File: config.mk
export PLATFORM = sky130hd
export DESIGN_NAME = sram_port_ctrl
export DESIGN_NICKNAME = d
export VERILOG_FILES = /design/src/rtl/sram_port_ctrl.sv
export SDC_FILE = /design/constraint.sdc
export NUM_CORES = 1
export LEC_CHECK = 0
export CAP_MARGIN = 15
export CORE_AREA = 5 5 112 114
export DETAILED_ROUTE_END_ITERATION = 10
export DIE_AREA = 0 0 117 119
export MAX_ROUTING_LAYER = met4
export PLACE_DENSITY_LB_ADDON = 0.12
export SETUP_SLACK_MARGIN = 0.4
export SLEW_MARGIN = 10
export SYNTH_ARGS = -nofsm -noshare
export SYNTH_HDL_FRONTEND = slang
export SYNTH_SLANG_ARGS = --single-unit
export TNS_END_PERCENT = 10
File: constraint.sdc
create_clock -name clk -period 2.99 [get_ports clk]
set_input_delay 0.299 -clock clk [delete_from_list [all_inputs] [get_ports clk]]
set_output_delay 0.299 -clock clk [all_outputs]
set_load 0.01 [all_outputs]
File: src/rtl/sram_port_ctrl.sv
`timescale 1ns/1ps
`default_nettype none
// ============================================================================
// Module      : sram_port_ctrl
// Description : Data/instruction request-response front end for a 1RW+1R SRAM.
// Revision    : 1.0 - initial release
// ============================================================================
module sram_port_ctrl #(
  parameter int ADDR_WIDTH = 8,
  parameter int DATA_WIDTH = 32,
  parameter int NUM_WMASKS = 4
) (
  input  logic                  clk,
  input  logic                  rst,
  input  logic                  d_req_valid,
  output logic                  d_req_ready,
  input  logic                  d_req_we,
  input  logic [NUM_WMASKS-1:0] d_req_be,
  input  logic [31:0]           d_req_addr,
  input  logic [DATA_WIDTH-1:0] d_req_wdata,
  output logic                  d_rsp_valid,
  input  logic                  d_rsp_ready,
  output logic [DATA_WIDTH-1:0] d_rsp_rdata,
  output logic                  d_rsp_err,
  input  logic                  i_req_valid,
  output logic                  i_req_ready,
  input  logic [31:0]           i_req_addr,
  output logic                  i_rsp_valid,
  input  logic                  i_rsp_ready,
  output logic [DATA_WIDTH-1:0] i_rsp_rdata,
  output logic                  i_rsp_err,
  output logic                  csb0,
  output logic                  web0,
  output logic [NUM_WMASKS-1:0] wmask0,
  output logic [ADDR_WIDTH-1:0] addr0,
  output logic [DATA_WIDTH-1:0] din0,
  input  logic [DATA_WIDTH-1:0] dout0,
  output logic                  csb1,
  output logic [ADDR_WIDTH-1:0] addr1,
  input  logic [DATA_WIDTH-1:0] dout1
);

  localparam logic [1:0] C_IDLE = 2'd0;
  localparam logic [1:0] C_RSP  = 2'd1;
  localparam logic [1:0] C_HOLD = 2'd2;

  logic [1:0]            r_d_state, w_d_state_nxt;
  logic [1:0]            r_i_state, w_i_state_nxt;
  logic                  r_d_err, r_d_rd, r_i_err;
  logic [DATA_WIDTH-1:0] r_d_hold, r_i_hold;

  logic                  w_d_inr, w_i_inr;
  logic [ADDR_WIDTH-1:0] w_d_word, w_i_word;
  logic                  w_d_fire, w_i_fire, w_d_access, w_i_access, w_conflict;
  logic                  w_unused_addr_bits;

  assign w_d_inr  = (d_req_addr[31:ADDR_WIDTH+2] == '0);
  assign w_i_inr  = (i_req_addr[31:ADDR_WIDTH+2] == '0);
  assign w_d_word = d_req_addr[ADDR_WIDTH+1:2];
  assign w_i_word = i_req_addr[ADDR_WIDTH+1:2];
  assign w_unused_addr_bits = ^{d_req_addr[1:0], i_req_addr[1:0]};

  assign w_d_fire   = d_req_valid && d_req_ready;
  assign w_i_fire   = i_req_valid && i_req_ready;
  assign w_d_access = w_d_fire && w_d_inr;
  assign w_i_access = w_i_fire && w_i_inr;
  // A fetch of the word being written this cycle would see stale data; defer it one cycle.
  assign w_conflict = w_d_access && d_req_we && i_req_valid && w_i_inr && (w_i_word == w_d_word);

  always_ff @(posedge clk or posedge rst) begin
    if (rst) begin
      r_d_state <= C_IDLE;
      r_i_state <= C_IDLE;
    end else begin
      r_d_state <= w_d_state_nxt;
      r_i_state <= w_i_state_nxt;
    end
  end

  always_comb begin
    w_d_state_nxt = C_IDLE;
    if (w_d_fire)
      w_d_state_nxt = C_RSP;
    else if ((r_d_state != C_IDLE) && !d_rsp_ready)
      w_d_state_nxt = C_HOLD;
    w_i_state_nxt = C_IDLE;
    if (w_i_fire)
      w_i_state_nxt = C_RSP;
    else if ((r_i_state != C_IDLE) && !i_rsp_ready)
      w_i_state_nxt = C_HOLD;
  end

  always_comb begin
    d_rsp_valid = (r_d_state != C_IDLE);
    i_rsp_valid = (r_i_state != C_IDLE);
    d_req_ready = !rst && (!d_rsp_valid || d_rsp_ready);
    i_req_ready = !rst && (!i_rsp_valid || i_rsp_ready) && !w_conflict;
    d_rsp_err   = d_rsp_valid && r_d_err;
    i_rsp_err   = i_rsp_valid && r_i_err;
    d_rsp_rdata = '0;
    i_rsp_rdata = '0;
    case (r_d_state)
      C_RSP:   d_rsp_rdata = r_d_rd ? dout0 : '0;
      C_HOLD:  d_rsp_rdata = r_d_hold;
      default: d_rsp_rdata = '0;
    endcase
    case (r_i_state)
      C_RSP:   i_rsp_rdata = r_i_err ? '0 : dout1;
      C_HOLD:  i_rsp_rdata = r_i_hold;
      default: i_rsp_rdata = '0;
    endcase
  end

  always_comb begin
    csb0   = !w_d_access;
    web0   = !(w_d_access && d_req_we);
    wmask0 = (w_d_access && d_req_we) ? d_req_be : '0;
    addr0  = w_d_access ? w_d_word : '0;
    din0   = (w_d_access && d_req_we) ? d_req_wdata : '0;
    csb1   = !w_i_access;
    addr1  = w_i_access ? w_i_word : '0;
  end

  // The SRAM output is only valid the cycle after access, so a stalled response is parked here.
  always_ff @(posedge clk or posedge rst) begin
    if (rst) begin
      r_d_err  <= 1'b0;
      r_d_rd   <= 1'b0;
      r_i_err  <= 1'b0;
      r_d_hold <= '0;
      r_i_hold <= '0;
    end else begin
      if (w_d_fire) begin
        r_d_err <= !w_d_inr;
        r_d_rd  <= w_d_inr && !d_req_we;
      end
      if (w_i_fire)
        r_i_err <= !w_i_inr;
      if ((r_d_state == C_RSP) && !d_rsp_ready)
        r_d_hold <= d_rsp_rdata;
      if ((r_i_state == C_RSP) && !i_rsp_ready)
        r_i_hold <= i_rsp_rdata;
    end
  end

endmodule
`default_nettype wire

==> metrics <==
run status=finished clean; Required @ worst endpoint=2690 ps; average wire per cell in the routed design=19.5 um; number of nets in the layout=890; share of the yosys chip area belonging to registers=0.412; leakage dissipation=3.47 nW; data arrival time of the worst path=2500 ps; max cap viols=0; Buffers & Inverters on Critical Path=4; Placement Cell Area=7410 um^2; power per cell area=312 nW/um^2; number of antenna violations at the first check in global routing=1; clock tree from TritonCTS=built; Hold WC Path Type=reg2reg; first-pass detailed-route iteration total=5; final instance area=7900 um^2; Tightest Pin Transition=823 ps; number of nets produced by synthesis=595; post-synthesis sequential element count=71; crit-path most repeated cell=clkdlybuf4s50_1; Min Hold Slack=487 ps; kind of capture point of the worst setup path=primary output; Total Die Area=13,900 um^2; Slew headroom=0.451; total power of the final layout=2.46 mW; RSZ-0062 raised after global routing=yes; All-Layer GR Usage=0.241; final count of negative-setup-slack endpoints=0; CP max stage cell=clkdlybuf4s50_1; Worst Clk Skew=6.05 ps; width of the die=117 um; most common library cell in the layout ignoring fill and taps=clkdlybuf4s50_1; PortBufs=291; top library cells by usage in the layout, fill and taps aside=clkdlybuf4s50_1, dfrtp_1, nor2b_1; synthesis-to-finish area growth=83.1%; standard cell core area=11,300 um^2; CTS clock-pin slew for the worst setup and hold paths=50 ps; CTS Buf Count=9; final antenna-violating net count=0; Critical Path, Cell by Cell=clkdlybuf4s50_1 -> nor4_2 -> nand4_1 -> nor4_4 -> buf_4 -> buf_12 -> and2_1 -> clkdlybuf4s50_1; worst-case clock buffer depth=2; placed wire-length estimate after detailed placement=12.6 mm; DRC violations left=0; Top-Level Pins=296; Max VDD drop=0.000278 V; total number of vias=4,349; vertical die dimension=119 um; total negative setup slack=0 ps; cell family with the largest share of critical-path delay=buffers and inverters; detailed router's first-iteration violation count=270; quantity of hold-fixing buffers added after cts=0; global-route wire length before repair=25.2 mm; worst setup path category=in2out; global-route congestion overflow total=0; number of rows in the core area=39; longest individual stage delay on the worst path=550 ps; most area-hungry cell type in the Yosys netlist=dfrtp_1; starting utilization of the core area=0.381; layout cells sized above 1=0.189; Post-Syn Instances=418; utilization after layout=0.698; warnings from Yosys=0; maximum number of pins on one net before global-route repair=38; type of element launching the critical path=primary input; Final period util=0.938; Syn Area/Cell=10.3 um^2; ranking of synthesized cells by area=dfrtp_1, mux2_2, a22oi_1; GP Congestion=0.944; Final Hold Fails=0; maximum fanout count along the critical path=7; final wirelength=16.9 mm; total standard cell area after synthesis=4320 um^2; clk_lat worst skew=330 ps; CTS H-tree depth=3; clock root buffer=clkbuf_16; min Tclk post-route=2800 ps; CTS sink count=71; max-slew violation count=0; Yosys top cell area share=0.412; via count of the first global-routing pass=4,760; Max Fclk=357 MHz; via count normalized by instance count=5.05; number of unique standard cell types used by synthesis=30
-- power breakdown --
group          total (mW)  leakage (nW)  switching (mW)  internal (mW)
logic               0.434          2.35           0.156          0.278
registers           0.968         0.979         0.00284          0.965
clock network        1.06         0.146           0.397          0.665
-- cell type report --
type | instances | area, um^2
sequential | 71 | 1780
clock inverter | 4 | 45.0
fill | 861 | 3420
timing repair buffer | 315 | 3150
tap | 143 | 179
multi-input combinational | 304 | 2450
clock buffer | 12 | 246
inverter | 12 | 45.0
antenna | 1 | 2.50
-- layer usage --
metal | routed length (um) | up-vias | GRT usage
met5 | 0 | - | -
met4 | 519 | 0 | 0.0839
met3 | 1190 | 29 | 0.0573
met2 | 8910 | 182 | 0.424
met1 | 6230 | 2077 | 0.263
li1 | - | 2061 | -
-- stage by stage --
stage | instances | worst slack, ps
finish | 862 | 187
floorplan | 418 | 894
detailed placement | 834 | 2.23
CTS | 860 | 210
global route | 862 | 96.5
global placement | 834 | 10.1
-- what timing repair did --
item                       4_1_cts  5_1_grt
cloned                           3        0
pin swaps                       11        2
resized for setup               70       14
setup endpoints to repair      118      120
setup buffers                    7        1
-- kinds of logic after synthesis --
family                     Yosys count  share of synthesized area
xor gates and xnor gates             8                     0.0162
DFF                                 71                      0.412
adders and majority gates            6                     0.0174
buffers and inverters               44                     0.0426
muxes                               65                      0.170
and+or+nand+nor                    153                      0.218
AOI/OAI and AO/OA                   71                      0.124
-- registers in the layout, indices dropped and copies added, names as in the netlist --
register   count
r_i_err        1
r_d_err        1
r_d_state      2
r_i_hold      32
r_i_state      2
r_d_hold      32
r_d_rd         1
-- synth_stat cells, drive strengths merged --
master and count:
nor2b 67, nor3 2, nand2b 2, and2 54, a21oi 1, a211oi 1
a21boi 1, o21a 1, ha 6, xnor2 8, nor2 6, nand3 1
a21o 1, nand2 6, o21ai 1, buf 9, nand4 3, mux2 65
dfrtp 71, inv 12, nor4 11, clkbuf 23, or2 1, a22oi 64
o21ba 1
-- worst paths after layout --
check	startpoint	to	slack (ps)	cells past startpoint
worst max register to register	r_d_state[1]	r_i_state[0]	1120	10
worst min register to register	r_d_err	r_d_err	490	1
worst min-delay path	r_d_err	r_d_err	490	1
worst max-delay path	d_req_addr[28]	din0[20]	190	8
min in group asynchronous	rst	r_d_state[1]	620	3
max in group asynchronous	rst	r_i_hold[9]	1700	4
No activity file was read; power rests on OpenSTA's default activity.
